$ cat config.mk
export PLATFORM = sky130hd
export DESIGN_NAME = vga_text_line
export DESIGN_NICKNAME = d
export VERILOG_FILES = /design/src/rtl/vga_text_line.sv
export SDC_FILE = /design/constraint.sdc
export NUM_CORES = 1
export LEC_CHECK = 0
export CAP_MARGIN = 5
export CORE_MARGIN = 3
export CORE_UTILIZATION = 43
export CTS_CLUSTER_SIZE = 10
export DETAILED_ROUTE_END_ITERATION = 7
export REMOVE_ABC_BUFFERS = 1
export SLEW_MARGIN = 20
export SYNTH_ARGS = -nofsm -noshare
export SYNTH_HDL_FRONTEND = slang
export SYNTH_HIERARCHICAL = 1
export SYNTH_SLANG_ARGS = --single-unit
export TNS_END_PERCENT = 10
$ cat constraint.sdc
create_clock -name px_clk -period 4 [get_ports px_clk]
set_input_delay 0.8 -clock px_clk [delete_from_list [all_inputs] [get_ports px_clk]]
set_output_delay 0.8 -clock px_clk [all_outputs]
set_load 0.02 [all_outputs]
$ cat src/rtl/vga_text_line.sv
// Single-line text overlay on a VGA pixel stream: character buffer, 8x8 font lookup,
// blinking cursor, two-stage pipeline from strVGA to strRGB.

// Minimal glyph table: NUL and space blank, 'A' drawn, every other code a solid block.
module fontROM (
    input  logic        clk,
    input  logic        rst_n,
    input  logic        write_en,
    input  logic [11:0] addr,
    output logic [7:0]  dout
);
    logic [7:0] w_row;

    always_comb begin
        w_row = 8'hFF;
        if (addr[11] || addr[10:3] == 8'h00 || addr[10:3] == 8'h20) begin
            w_row = '0;
        end else if (addr[10:3] == 8'h41) begin
            case (addr[2:0])
                3'd0:                   w_row = 8'h0C;
                3'd1:                   w_row = 8'h1E;
                3'd2, 3'd3, 3'd5, 3'd6: w_row = 8'h33;
                3'd4:                   w_row = 8'h3F;
                default:                w_row = 8'h00;
            endcase
        end
    end

    // The table is fixed; write_en only stalls the read register.
    always_ff @(posedge clk or negedge rst_n) begin
        if (!rst_n) begin
            dout <= '0;
        end else if (!write_en) begin
            dout <= w_row;
        end
    end
endmodule

module vga_text_line #(
    parameter  int NCHARS     = 16,
    parameter  int ZOOM_LOG2  = 3,
    parameter  int BLINK_LOG2 = 5,
    localparam int AW         = (NCHARS > 1) ? $clog2(NCHARS) : 1
) (
    input  logic          px_clk,
    input  logic          rst_n,
    input  logic [22:0]   strVGA,
    input  logic [9:0]    x_pos,
    input  logic [9:0]    y_pos,
    input  logic [2:0]    fg,
    input  logic [2:0]    bg,
    input  logic          bg_en,
    input  logic          wr_en,
    input  logic [AW-1:0] wr_addr,
    input  logic [7:0]    wr_data,
    input  logic          cursor_en,
    input  logic [AW-1:0] cursor_pos,
    output logic [25:0]   strRGB
);
    localparam int CELL  = 8 << ZOOM_LOG2;
    localparam int BOX_W = NCHARS * CELL;
    localparam int CSH   = ZOOM_LOG2 + 3;

    logic [7:0]          r_buf [NCHARS];
    logic                r_vs_prev;
    logic [BLINK_LOG2:0] r_frame;

    logic [22:0] r_vga1;
    logic        r_in1;
    logic [2:0]  r_col1;
    logic        r_hit1;
    logic [2:0]  r_fg1;
    logic [2:0]  r_bg1;
    logic        r_bgen1;
    logic [25:0] r_out;

    logic [9:0]    w_xc, w_yc, w_dx, w_dy, w_cell;
    logic [16:0]   w_x_end, w_y_end;
    logic          w_inside, w_hit, w_wr_ok, w_pix;
    logic [2:0]    w_col, w_row;
    logic [AW-1:0] w_idx;
    logic [7:0]    w_char, w_glyph;
    logic [2:0]    w_fgc, w_bgc, w_rgb;
    logic          w_bgen;

    assign w_xc = strVGA[22:13];
    assign w_yc = strVGA[12:3];

    // Box limits are widened so x_pos/y_pos near 1023 do not wrap back to 0.
    assign w_x_end  = {7'd0, x_pos} + 17'(BOX_W);
    assign w_y_end  = {7'd0, y_pos} + 17'(CELL);
    assign w_inside = (w_xc >= x_pos) && ({7'd0, w_xc} < w_x_end) &&
                      (w_yc >= y_pos) && ({7'd0, w_yc} < w_y_end);

    assign w_dx   = w_xc - x_pos;
    assign w_dy   = w_yc - y_pos;
    assign w_cell = w_dx >> CSH;
    assign w_col  = 3'(w_dx >> ZOOM_LOG2);
    assign w_row  = 3'(w_dy >> ZOOM_LOG2);
    assign w_idx  = AW'(w_cell);
    assign w_hit  = cursor_en && (w_cell == 10'(cursor_pos)) && r_frame[BLINK_LOG2];

    always_comb begin
        w_char = 8'h20;
        if (w_inside) begin
            w_char = r_buf[w_idx];
        end
    end

    assign w_wr_ok = wr_en && ({1'b0, wr_addr} < (AW+1)'(NCHARS));

    always_ff @(posedge px_clk or negedge rst_n) begin
        if (!rst_n) begin
            for (int unsigned i = 0; i < NCHARS; i++) begin
                r_buf[i] <= 8'h20;
            end
        end else if (w_wr_ok) begin
            r_buf[wr_addr] <= wr_data;
        end
    end

    always_ff @(posedge px_clk or negedge rst_n) begin
        if (!rst_n) begin
            r_vs_prev <= 1'b0;
            r_frame   <= '0;
        end else begin
            r_vs_prev <= strVGA[1];
            if (strVGA[1] && !r_vs_prev) begin
                r_frame <= r_frame + 1'b1;
            end
        end
    end

    fontROM u_font (
        .clk      (px_clk),
        .rst_n    (rst_n),
        .write_en (1'b0),
        .addr     ({1'b0, w_char, w_row}),
        .dout     (w_glyph)
    );

    // Cursor swap forces the background on so an empty cell still shows the block.
    always_comb begin
        w_pix  = w_glyph[r_col1];
        w_fgc  = r_hit1 ? r_bg1 : r_fg1;
        w_bgc  = r_hit1 ? r_fg1 : r_bg1;
        w_bgen = r_hit1 | r_bgen1;
        w_rgb  = '0;
        if (r_vga1[0] && r_in1) begin
            if (w_pix) begin
                w_rgb = w_fgc;
            end else if (w_bgen) begin
                w_rgb = w_bgc;
            end
        end
    end

    always_ff @(posedge px_clk or negedge rst_n) begin
        if (!rst_n) begin
            r_vga1  <= '0;
            r_in1   <= 1'b0;
            r_col1  <= '0;
            r_hit1  <= 1'b0;
            r_fg1   <= '0;
            r_bg1   <= '0;
            r_bgen1 <= 1'b0;
            r_out   <= '0;
        end else begin
            r_vga1  <= strVGA;
            r_in1   <= w_inside;
            r_col1  <= w_col;
            r_hit1  <= w_hit;
            r_fg1   <= fg;
            r_bg1   <= bg;
            r_bgen1 <= bg_en;
            r_out   <= {w_rgb, r_vga1};
        end
    end

    assign strRGB = r_out;
endmodule

# Word level (Yosys, flattened, before mapping)
# Cells that the tools add are included.
# word_totals
output_inout_bits	26
wordCells	82
inputBits	70
ff_bits	204
# op_classes
add_sub_neg	5
mux	17
reduce_logical	13
eq_ne	9
n_lt_le_gt_ge	8
bitwise	3
# op_table
op	n
$bwmux W128	1
$mux W8	6
$bmux W8 S4	1
$demux W8 S4	1
$pmux W6 S4	1
$ge A10 B10 Y1	2
$mux W3	5
$add A10 B11 Y12 const B	1
$lt A10 B12 Y1	1
$add A10 B7 Y11 const B	1
$lt A10 B11 Y1	1
$ge A5 B5 Y1 const B	2
$not A4 Y5	2
$sub A10 B10 Y10	1
$eq A3 B3 Y1 const B	3
$eq A8 B6 Y1 const B	1
$eq A8 B7 Y1 const B	1
$logic_and A1 B1 Y1	8
$logic_not A8 Y1	1
$add A6 B1 Y6 const B	1
$eq A3 B2 Y1 const B	2
$sub A6 B6 Y6	1
$lt A5 B1 Y1 const B	1
$eq A4 B4 Y1	1
other kinds (9)	9

# Longest topological paths before layout
# Gate-level depths: netlist of the first run.
# depth
word_depth	9
mapped_depth	16
mapped_depth_nobuf	14

# Hierarchy
# Netlist of the first run, hierarchy kept.
# modules_own_cells
module	area_each_um2	cells_each	n_inst	seq_area_each_um2
vga_text_line	9359.0	721	1	4899.7
fontROM	260.2	24	1	100.1

# Least setup slack after synthesis of the first run
# OpenSTA, ideal clock, no wires.
# synth_timing
path_type	input -> register
startpoint	input port x_pos[3]
endpoint	register u_font.dout[3]
setup_time_ps	126
arrival_ps	3832
path_slack_ps	42
path_buffers	0
required_time_ps	3874
path_stages	14
cell_sequence	inv_1 -> ha_1 -> a21oi_1 -> nor3b_4 -> a21oi_4 -> a21o_4 -> a2111oi_2 -> nor2_1 -> o211ai_4 -> nor3_1 -> or4_4 -> nor2_4 -> a2111oi_2 -> a221o_1
# synth_via
elab_chain_len	9
elab_cells_between_ends	18
cone_classes	2 x add/sub; 2 x order compare; 2 x eq/ne; 6 x mux; 1 x bitwise; 5 x reduce/logical
# synth_rtl
item	line_no	rtl
start: declaration	48	input logic [9:0] x_pos,
$add A10 B11 Y12 or $sub A10 B10 Y10 (tied branches)	90, 95	
$lt A10 B12 Y1 or $not A4 Y5 (tied branches)	92, 106	
$logic_and A1 B1 Y1 or $bmux W8 S4 (tied branches)	92, 106	
$logic_and A1 B1 Y1 or $mux W8 (tied branches)	92, 106	
$logic_and A1 B1 Y1 or $mux W8 (tied branches)	93, 106	
$mux W8 (*)	105	if (w_inside) begin
net w_char[4]	82	logic [7:0] w_char, w_glyph;
$eq A8 B7 Y1, or another cell as far along	18	end else if (addr[10:3] == 8'h41) begin
$mux W8 or $logic_or A1 B1 Y1 (tied branches)	18, 16	
$mux W8 (*)	16	if (addr[11] || addr[10:3] == 8'h00 || addr[10:3] == 8'h20) begin
end signal: assignment	34	dout <= w_row;
end: declaration	10	output logic [7:0] dout
# The timed path passes the listed nets; every way through them passes the cells marked *. The select of a mux whose other input is x is not followed.
# A chain may end at the register's enable or synchronous reset.

# Final worst setup path of the first run
# layout_timing
startpoint	input port x_pos[5]
endpoint	register u_font.dout[4]
# The elaborated chain is that of the path after synthesis.

==> results.ini, run 1 <==
[status]
status = finished, final reports clean

[synth]
yosys_register_bits = 199
synth_ff_type = dfrtp_1
synth-edff-count = 0
synth_area_leaders = dfrtp_1 (48%), mux2_2 (15%), mux2i_1 (7.9%)
ys.warnings.count = 6
async_flop_share_pct = 100
synth_area_leader_cell = dfrtp_1
synth_largest_type_area_fraction_pct = 47.6
yosysMostFrequentCell = dfrtp_1
yosys-top-cells-count = dfrtp_1 (183), mux2_2 (127), mux2i_1 (76)
synth_area_um2 = 9620
ys_seq_area_share_pct = 52.0
syn_inst = 745
ys_types = 70
avgSynthCellArea_um2 = 12.9

[drt]
vias_per_cell = 5.41
antenna_left = 0
drtIter0Drc = 395
routed_wl_um = 24100
drc = 0
vias = 6636
dr.pass1.iters = 5
wire_per_inst_um = 19.6

[cells_and_area]
drive_gt1_share_pct = 36.3
multiInputGateArea_um2 = 4620
fin_nets = 1030
post-route-util_pct = 57.4
n_fill_cell = 1788
seq_area_um2 = 5000
fin_area_um2 = 12600
stdcell_count = 1227
antenna_cells = 0
area_growth_pct = 30.7

[sta]
grt_setup_unrepaired = no
tightest_slew_ns = 0.990
setup_viol = 0
min_period_ns = 3.91
skew_ns = 0.0141
finalHoldViolations = 0
setup_tns_ns = 0
relSlewSlack_pct = 33.8
fmax_mhz = 256
post-route-period-util_pct = 97.8
timing.hold.ws_ns = 0.339
layout_setup_ws_ns = 0.0869
drv_slew = 0

[floorplan]
fp.dieH_um = 156
coreArea_um2 = 21900
fp.dieW_um = 156
rows = 54
io_pins = 96
dieArea_um2 = 24200
start_util_pct = 43.9

[global_routing]
grt_pass1_wl_um = 38000
grt.overflow.total = 0
grt_max_degree = 101
grt_pass1_vias = 7053
grt_usage_pct = 20.1
antenna_found_initial = 0

[pwr]
seqPwrFrac_pct = 42.6
combPwrFrac_pct = 28.7
sw_frac_of_total_pct = 30.5
p_per_area_nw_per_um2 = 491
power.leakage_nw = 5.65
cellInternalPower_mw = 4.29
power_switching_mw = 1.89
finalPower_mw = 6.18
peakVddDrop_v = 0.000299
clock_power_share_pct = 28.7

[worst_setup_path]
cp_common_cell = nor2_4
worstPathCellList = dlygate4sd2_1, inv_1, ha_2, or3_4, o21ai_4, buf_6, a21oi_4, o41ai_2, buf_4, nor2_4, buf_12, buf_8, a311oi_4, nor3_2, or4_4, nor2_4, a311oi_2, a221o_1
timing_worst_setup_path_type = input pin to register
crit_path_start_kind = input pin
cp.required_ns = 4.33
arrival_ns = 4.24
cp_max_fo = 6
cp_slowest_cell = or4_4
critPathCaptureType = register
slowest_delay_ns = 0.55

[placement]
gp_congestion = 0.866
port_buffers = 95
place_area_um2 = 11500
place_inst = 1178
post-dp-hpwl_um = 17000
dp_slack_ns = -0.884

[worst_hold_path]
worstHoldPathType = register to register

[clock_network]
cts_tree = built
cts_buffer_depth = 2
path_clk_slew_ns = 0.08
h-tree-depth = 4
cts-root-buf = clkbuf_16
cts_made_buffers = 17
cts_num_sinks = 199
cts_hold_buf = 0
clk_latency_ns = 0.45

[flow_run]
maxCapViolCount = 0

## layer usage
layer | track usage [%] | part of all wire, % | up-vias
met5 | 0 | 0 | -
met4 | 6.50 | 2.0 | 0
met3 | 4.08 | 4.6 | 40
met2 | 32.5 | 48 | 183
met1 | 27.3 | 46 | 3354
li1 | - | - | 3059
## power by group through the flow
stage / clock network (mW) / logic [mW] / registers [mW]
floorplan: 0 / 0.997 / 2.61
detailed placement: 0 / 1.63 / 2.66
CTS: 1.82 / 1.70 / 2.63
global route: 1.90 / 1.92 / 2.68
global placement: 0 / 1.58 / 2.65
finish: 1.78 / 1.77 / 2.63
## cells by family (layout without fill, tap and decap cells)
kind of cell             count (synthesis)  count (layout)  share of synthesized area (%)
multiplexers                           205             205                           23.2
flip-flops                             199             199                           52.0
AND/OR/NAND/NOR                        128             128                           6.95
AO/OA/AOI/OAI                          100             100                           8.94
buffers and inverters                   67             260                           3.36
adder cells (fa/ha/maj)                 26              26                           3.38
XOR/XNOR                                19              19                           2.12
other                                    1              10                         0.0390
## area by class of cell
cell class                      count  area share (%)
Sequential cell                   199            39.8
Multi-Input combinational cell    488            36.8
Timing Repair Buffer              196            14.8
Clock buffer                       18            3.49
Tap cell                          280            2.79
Clock inverter                     14            1.43
Inverter                           32           0.956
## final timing paths
check | start | to | slack, ns | depth (start not counted)
max in group asynchronous | rst_n | r_bg1[1] | 2.64 | 2
setup reg to reg | r_buf[62] | u_font/dout[4] | 1.44 | 11
hold / removal | r_vga1[20] | strRGB[20] | 0.34 | 0
setup / recovery | x_pos[5] | u_font/dout[4] | 0.09 | 18
min in group asynchronous | rst_n | strRGB[9] | 0.41 | 1
hold reg to reg | r_vga1[20] | strRGB[20] | 0.34 | 0
## registers in the layout, indices dropped and copies added, names as in the netlist
name,cells
r_bg1,3
r_bgen1,1
r_buf,128
r_col1,3
r_fg1,3
r_frame,6
r_hit1,1
r_in1,1
r_vga1,23
strRGB,26
u_font/dout,4
## placed cells by master, fill, tap and decap left out, drive strengths merged, types with 3 or more instances in the layout
cell	count
nand2b	11
o21a	3
mux2i	76
clkinv	6
nand2	31
mux2	127
inv	38
nor2	32
a2111oi	8
o21ai	18
nand4	3
or2b	3
buf	101
nand3	7
nor2b	12
xor2	6
clkdlybuf4s50	82
o22ai	6
nand3b	4
a21oi	14
o211ai	5
dfstp	16
dlymetal6s2s	11
a311oi	8
conb	10
a221o	3
nor3b	3
nor3	11
a211oi	9
xnor2	13
clkbuf	19
dfrtp	183
a222oi	6
ha	26
a21o	4
## worst max-delay path: cells and delay by family
| family | cells | cell delay [ns] |
|---|---|---|
| compound gates | 6 | 1.17 |
| fa+ha+maj | 1 | 0.17 |
| buf+inv | 6 | 0.84 |
| simple gates | 5 | 1.23 |
## timing repair
item,in CTS,in global routing
cloned,0,0
pin swaps,17,21
resized for setup,23,55
setup endpoints to repair,4,4
buffers inserted,8,10
Note: power is estimated with default switching activity, not from simulation.
==> run 2, diff against run 1 <==
- CORE_UTILIZATION: 43 -> 30
==> run 2 against run 1 <==
Non-clock buffer count decreased by 6. Via count down 2.6%. Critical path depth is 2 lower.
==> results.ini, run 2 (synthesis gave the netlist of run 1 again) <==
[status]
status = finished, final reports clean

[sta]
fmax_mhz = 255
tightest_slew_ns = 1.00
relSlewSlack_pct = 33.0
post-route-period-util_pct = 98.1
skew_ns = 0.00954
finalHoldViolations = 0
setup_viol = 0
drv_slew = 0
layout_setup_ws_ns = 0.0742
min_period_ns = 3.93

[placement]
place_area_um2 = 11600
dp_slack_ns = -0.723
post-dp-hpwl_um = 17200
place_inst = 1294
gp_congestion = 0.862
port_buffers = 95

[pwr]
clock_power_share_pct = 28.2
p_per_area_nw_per_um2 = 483
seqPwrFrac_pct = 43.2
finalPower_mw = 6.08
cellInternalPower_mw = 4.27
combPwrFrac_pct = 28.6
power.leakage_nw = 5.55
sw_frac_of_total_pct = 29.7
peakVddDrop_v = 0.000320
power_switching_mw = 1.81

[global_routing]
grt_pass1_vias = 6948
use_met1_pct = 20.0
grt_max_degree = 81
met3_usage_pct = 3.67
antenna_found_initial = 0
busiest_layer = met2
grt.overflow.total = 0
grt_usage_pct = 14.7
grt_pass1_wl_um = 38500
use_met2_pct = 23.7

[clock_network]
h-tree-depth = 4
cts_buffer_depth = 2
clk_latency_ns = 0.45
cts-root-buf = clkbuf_16
path_clk_slew_ns = 0.07
cts_num_sinks = 199
cts_hold_buf = 0
cts_tree = built
cts_made_buffers = 17

[worst_hold_path]
worstHoldPathType = input pin to async pin

[floorplan]
io_pins = 96
coreArea_um2 = 31100
start_util_pct = 31.0
fp.dieH_um = 185
fp.dieW_um = 185
rows = 64
dieArea_um2 = 34200

[cells_and_area]
drive_gt1_share_pct = 36.0
antenna_cells = 0
post-route-util_pct = 40.6
area_growth_pct = 31.0
stdcell_count = 1337
final_common_cell = dfrtp_1
fin_area_um2 = 12600
largest_reg_flops = 128
final_cell_mix = dfrtp_1 (183), mux2_2 (127), clkdlybuf4s50_1 (87), buf_4 (83), mux2i_1 (70)
regMostFlops = r_buf
fin_nets = 1024

[drt]
vias_per_cell = 4.83
drtIter0Drc = 406
antenna_left = 0
routed_wl_um = 24500
dr.pass1.iters = 6
drc = 0
vias = 6462
wire_per_inst_um = 18.3

[worst_setup_path]
cp_max_fo = 3
crit_path_start_kind = input pin
cp.required_ns = 4.33
timing_worst_setup_path_type = input pin to register
critPathCaptureType = register
arrival_ns = 4.26

[flow_run]
maxCapViolCount = 0

==> run 2: final timing paths <==
check / start / endpoint / slack, ns / cells after the start
min reg2reg: r_vga1[6] / strRGB[6] / 0.35 / 0
max reg2reg: r_buf[62] / u_font/dout[4] / 1.45 / 13
min in group px_clk: r_vga1[6] / strRGB[6] / 0.35 / 0
min: rst_n / r_vga1[8] / 0.29 / 1
max: strVGA[15] / u_font/dout[4] / 0.07 / 16
max in group asynchronous: rst_n / r_buf[101] / 2.81 / 2
==> run 2: power groups by stage <==
stage	Sequential [mW]	Combinational, mW	Clock, mW
floorplan	2.61	0.997	0
global placement	2.65	1.57	0
detailed placement	2.66	1.60	0
CTS	2.62	1.71	1.77
global route	2.67	1.90	1.86
finish	2.63	1.74	1.71
==> run 2: critical path, cell delays in order <==
cell and delay (ns):
clkdlybuf4s50_1 0.54, ha_4 0.18, a21oi_4 0.05, nor3b_4 0.16, buf_6 0.12, buf_4 0.13, a211oi_4 0.35, a22o_4 0.21
buf_4 0.12, a222oi_1 0.11, a311oi_2 0.27, nor3_2 0.07, or4_4 0.54, nor2_4 0.19, a311oi_2 0.14, a221o_1 0.28
==> run 2: what timing repair did <==
action	4_1_cts	5_1_grt
pin swaps	21	18
cloned	2	0
resized for setup	32	37
setup endpoints to repair	4	4
buffers inserted	8	3
endpoints found under the hold margin	0	0
==> run 2: stage by stage <==
step | TNS, ns | hold slack (ns)
after floorplan | -3.53 | 0.331
after global placement | -2.34 | 0.331
after detailed placement | -2.72 | 0.335
after CTS | 0 | 0.278
after global routing | -0.0113 | 0.292
final | 0 | 0.295
==> run 2: layout make-up <==
class | instances | area (um^2)
Timing Repair Buffer | 190 | 1770
Tap cell | 396 | 495
Clock inverter | 11 | 114
Fill cell | 2958 | 18500
Multi-Input combinational cell | 488 | 4630
Inverter | 32 | 120
Clock buffer | 21 | 470
Sequential cell | 199 | 5000
==> run 2: per-layer routing <==
metal / vias up / wire length, um
li1: 3032 / -
met1: 3270 / 11600
met2: 148 / 11300
met3: 12 / 1340
met4: 0 / 220
met5: - / 0
==> run 3, diff against run 2 <==
- CORE_MARGIN: 3 -> default
==> run 3 against run 2 <==
Clock skew rose by 0.0077 ns. Register-to-register slack got worse by 0.15 ns. Maximum frequency fell by 0.63%. Combinational power fell by 4%. Count of clock-buffer cells in the layout fell by 2. Highest routed layer unchanged.
==> results.ini, run 3 (synthesis gave the netlist of run 1 again) <==
[status]
status = finished, final reports clean

[floorplan]
rows = 65
dieArea_um2 = 32800
fp.dieW_um = 181
io_pins = 96
coreArea_um2 = 31600
start_util_pct = 30.5
fp.dieH_um = 181

[cells_and_area]
antenna_cells = 0
final_common_cell = dfrtp_1
largest_reg_flops = 128
fin_area_um2 = 12400
drive_gt1_share_pct = 33.2
regMostFlops = r_buf
final_cell_mix = dfrtp_1 (183), mux2_2 (127), clkdlybuf4s50_1 (90), mux2i_1 (75), buf_4 (67)
fin_nets = 1008
area_growth_pct = 29.0

[placement]
gp_congestion = 0.862
post-dp-hpwl_um = 16900
port_buffers = 95
place_area_um2 = 11600

[drt]
dr.pass1.iters = 4
drc = 0
vias = 6371
vias_per_cell = 4.80
routed_wl_um = 23600
antenna_left = 0
drtIter0Drc = 261
wire_per_inst_um = 17.8

[global_routing]
grt_max_degree = 76
grt.overflow.total = 0
grt_pass1_vias = 6865
antenna_found_initial = 0
grt_pass1_wl_um = 38600
grt_usage_pct = 15.3

[worst_setup_path]
crit_path_start_kind = input pin
timing_worst_setup_path_type = input pin to register
r2r_setup_slack_ns = 1.30
cp_max_fo = 16
worstPathCellList = clkdlybuf4s50_1, inv_1, ha_4, nor2b_4, o211ai_4, a21o_4, xnor2_4, buf_12, buf_4, mux2i_1, mux2i_1, o22ai_1, nor3_1, buf_4, o221ai_1, a311oi_2, a221o_1
slowest_delay_ns = 0.47
critPathCaptureType = register
cp.required_ns = 4.33
cp_slowest_cell = clkdlybuf4s50_1
arrival_ns = 4.28
reg2regPathDepth = 12

[sta]
drv_slew = 0
setup_viol = 0
relSlewSlack_pct = 38.9
fmax_mhz = 253
post-route-period-util_pct = 98.8
skew_ns = 0.0172
tightest_slew_ns = 0.913
finalHoldViolations = 0
min_period_ns = 3.95
grt_setup_unrepaired = yes

[pwr]
power.leakage_nw = 5.44
peakVddDrop_v = 0.000345
finalPower_mw = 6.08
p_per_area_nw_per_um2 = 490

[clock_network]
h-tree-depth = 4
clk_latency_ns = 0.45
cts_made_buffers = 17
cts_tree = built
cts-root-buf = clkbuf_16
cts_num_sinks = 199
cts_buffer_depth = 2
path_clk_slew_ns = 0.07

[flow_run]
maxCapViolCount = 0

[worst_hold_path]
worstHoldPathType = input pin to async pin

run 3: changes by cell type in the layout (fill, tap and decap cells not counted), sizes merged:
cell	previous run	this run
inv	35	38
bufinv	1	2
clkinvlp	2	1
dlymetal6s2s	5	1
dlygate4sd2	2	3
clkinv	5	4
clkdlybuf4s50	87	90
clkbuf	22	20
buf	95	79
run 3: what timing repair did:
item | CTS | global route
buffers inserted | 2 | 2
pin swaps | 22 | 8
endpoints found under the setup margin | 4 | 4
hold buffers | 0 | 0
gates resized for setup | 30 | 14
run 3: path summary, 6_finish.rpt:
| kind | start | end |
|---|---|---|
| max | x_pos[1] | u_font/dout[4] |
| min | rst_n | strRGB[3] |
| max reg2reg | r_buf[62] | u_font/dout[4] |
| min reg2reg | r_vga1[21] | strRGB[21] |
| max in group asynchronous | rst_n | r_buf[125] |
| min in group px_clk | r_vga1[21] | strRGB[21] |
run 3: critical path, delay by kind of cell:
family / cells / cell delay (ns)
AO/OA/AOI/OAI: 6 / 1.33
AND/OR/NAND/NOR: 2 / 0.25
multiplexers: 2 / 0.33
XOR/XNOR: 1 / 0.21
buffers and inverters: 5 / 1.07
adder cells (fa/ha/maj): 1 / 0.26
run 3: stage by stage:
stage                     TNS [ns]  util [%]  setup slack [ns]  std cells  hold WS [ns]
final                            0      39.3            0.0491       1327         0.335
after global routing        -0.133      39.3           -0.0702       1327         0.357
after CTS                        0      39.1           0.00515       1325         0.340
after detailed placement     -2.88      36.7            -0.773       1291         0.335
after global placement       -2.67      36.7            -0.693       1291         0.332
after floorplan              -3.53         -            -0.957        719         0.331
run 3: final cells by class:
class	count	area, um^2
Timing Repair Buffer	174	1650
Fill cell	3026	19100
Multi-Input combinational cell	488	4530
Sequential cell	199	5000
Clock inverter	13	160
Tap cell	402	503
Clock buffer	19	443
Inverter	32	120
run 3: report_power, final:
part / leakage, nW / switching, mW / internal, mW
logic: 2.76 / 0.775 / 0.895
clock network: 0.293 / 0.821 / 0.959
registers: 2.39 / 0.217 / 2.41
run 3: layer usage:
metal,share of wire (%),wire length (um),track usage [%]
met1,49,11500,21.4
met2,46,10900,24.1
met3,4.1,969,3.23
met4,1.1,250,3.73
met5,0,0,0
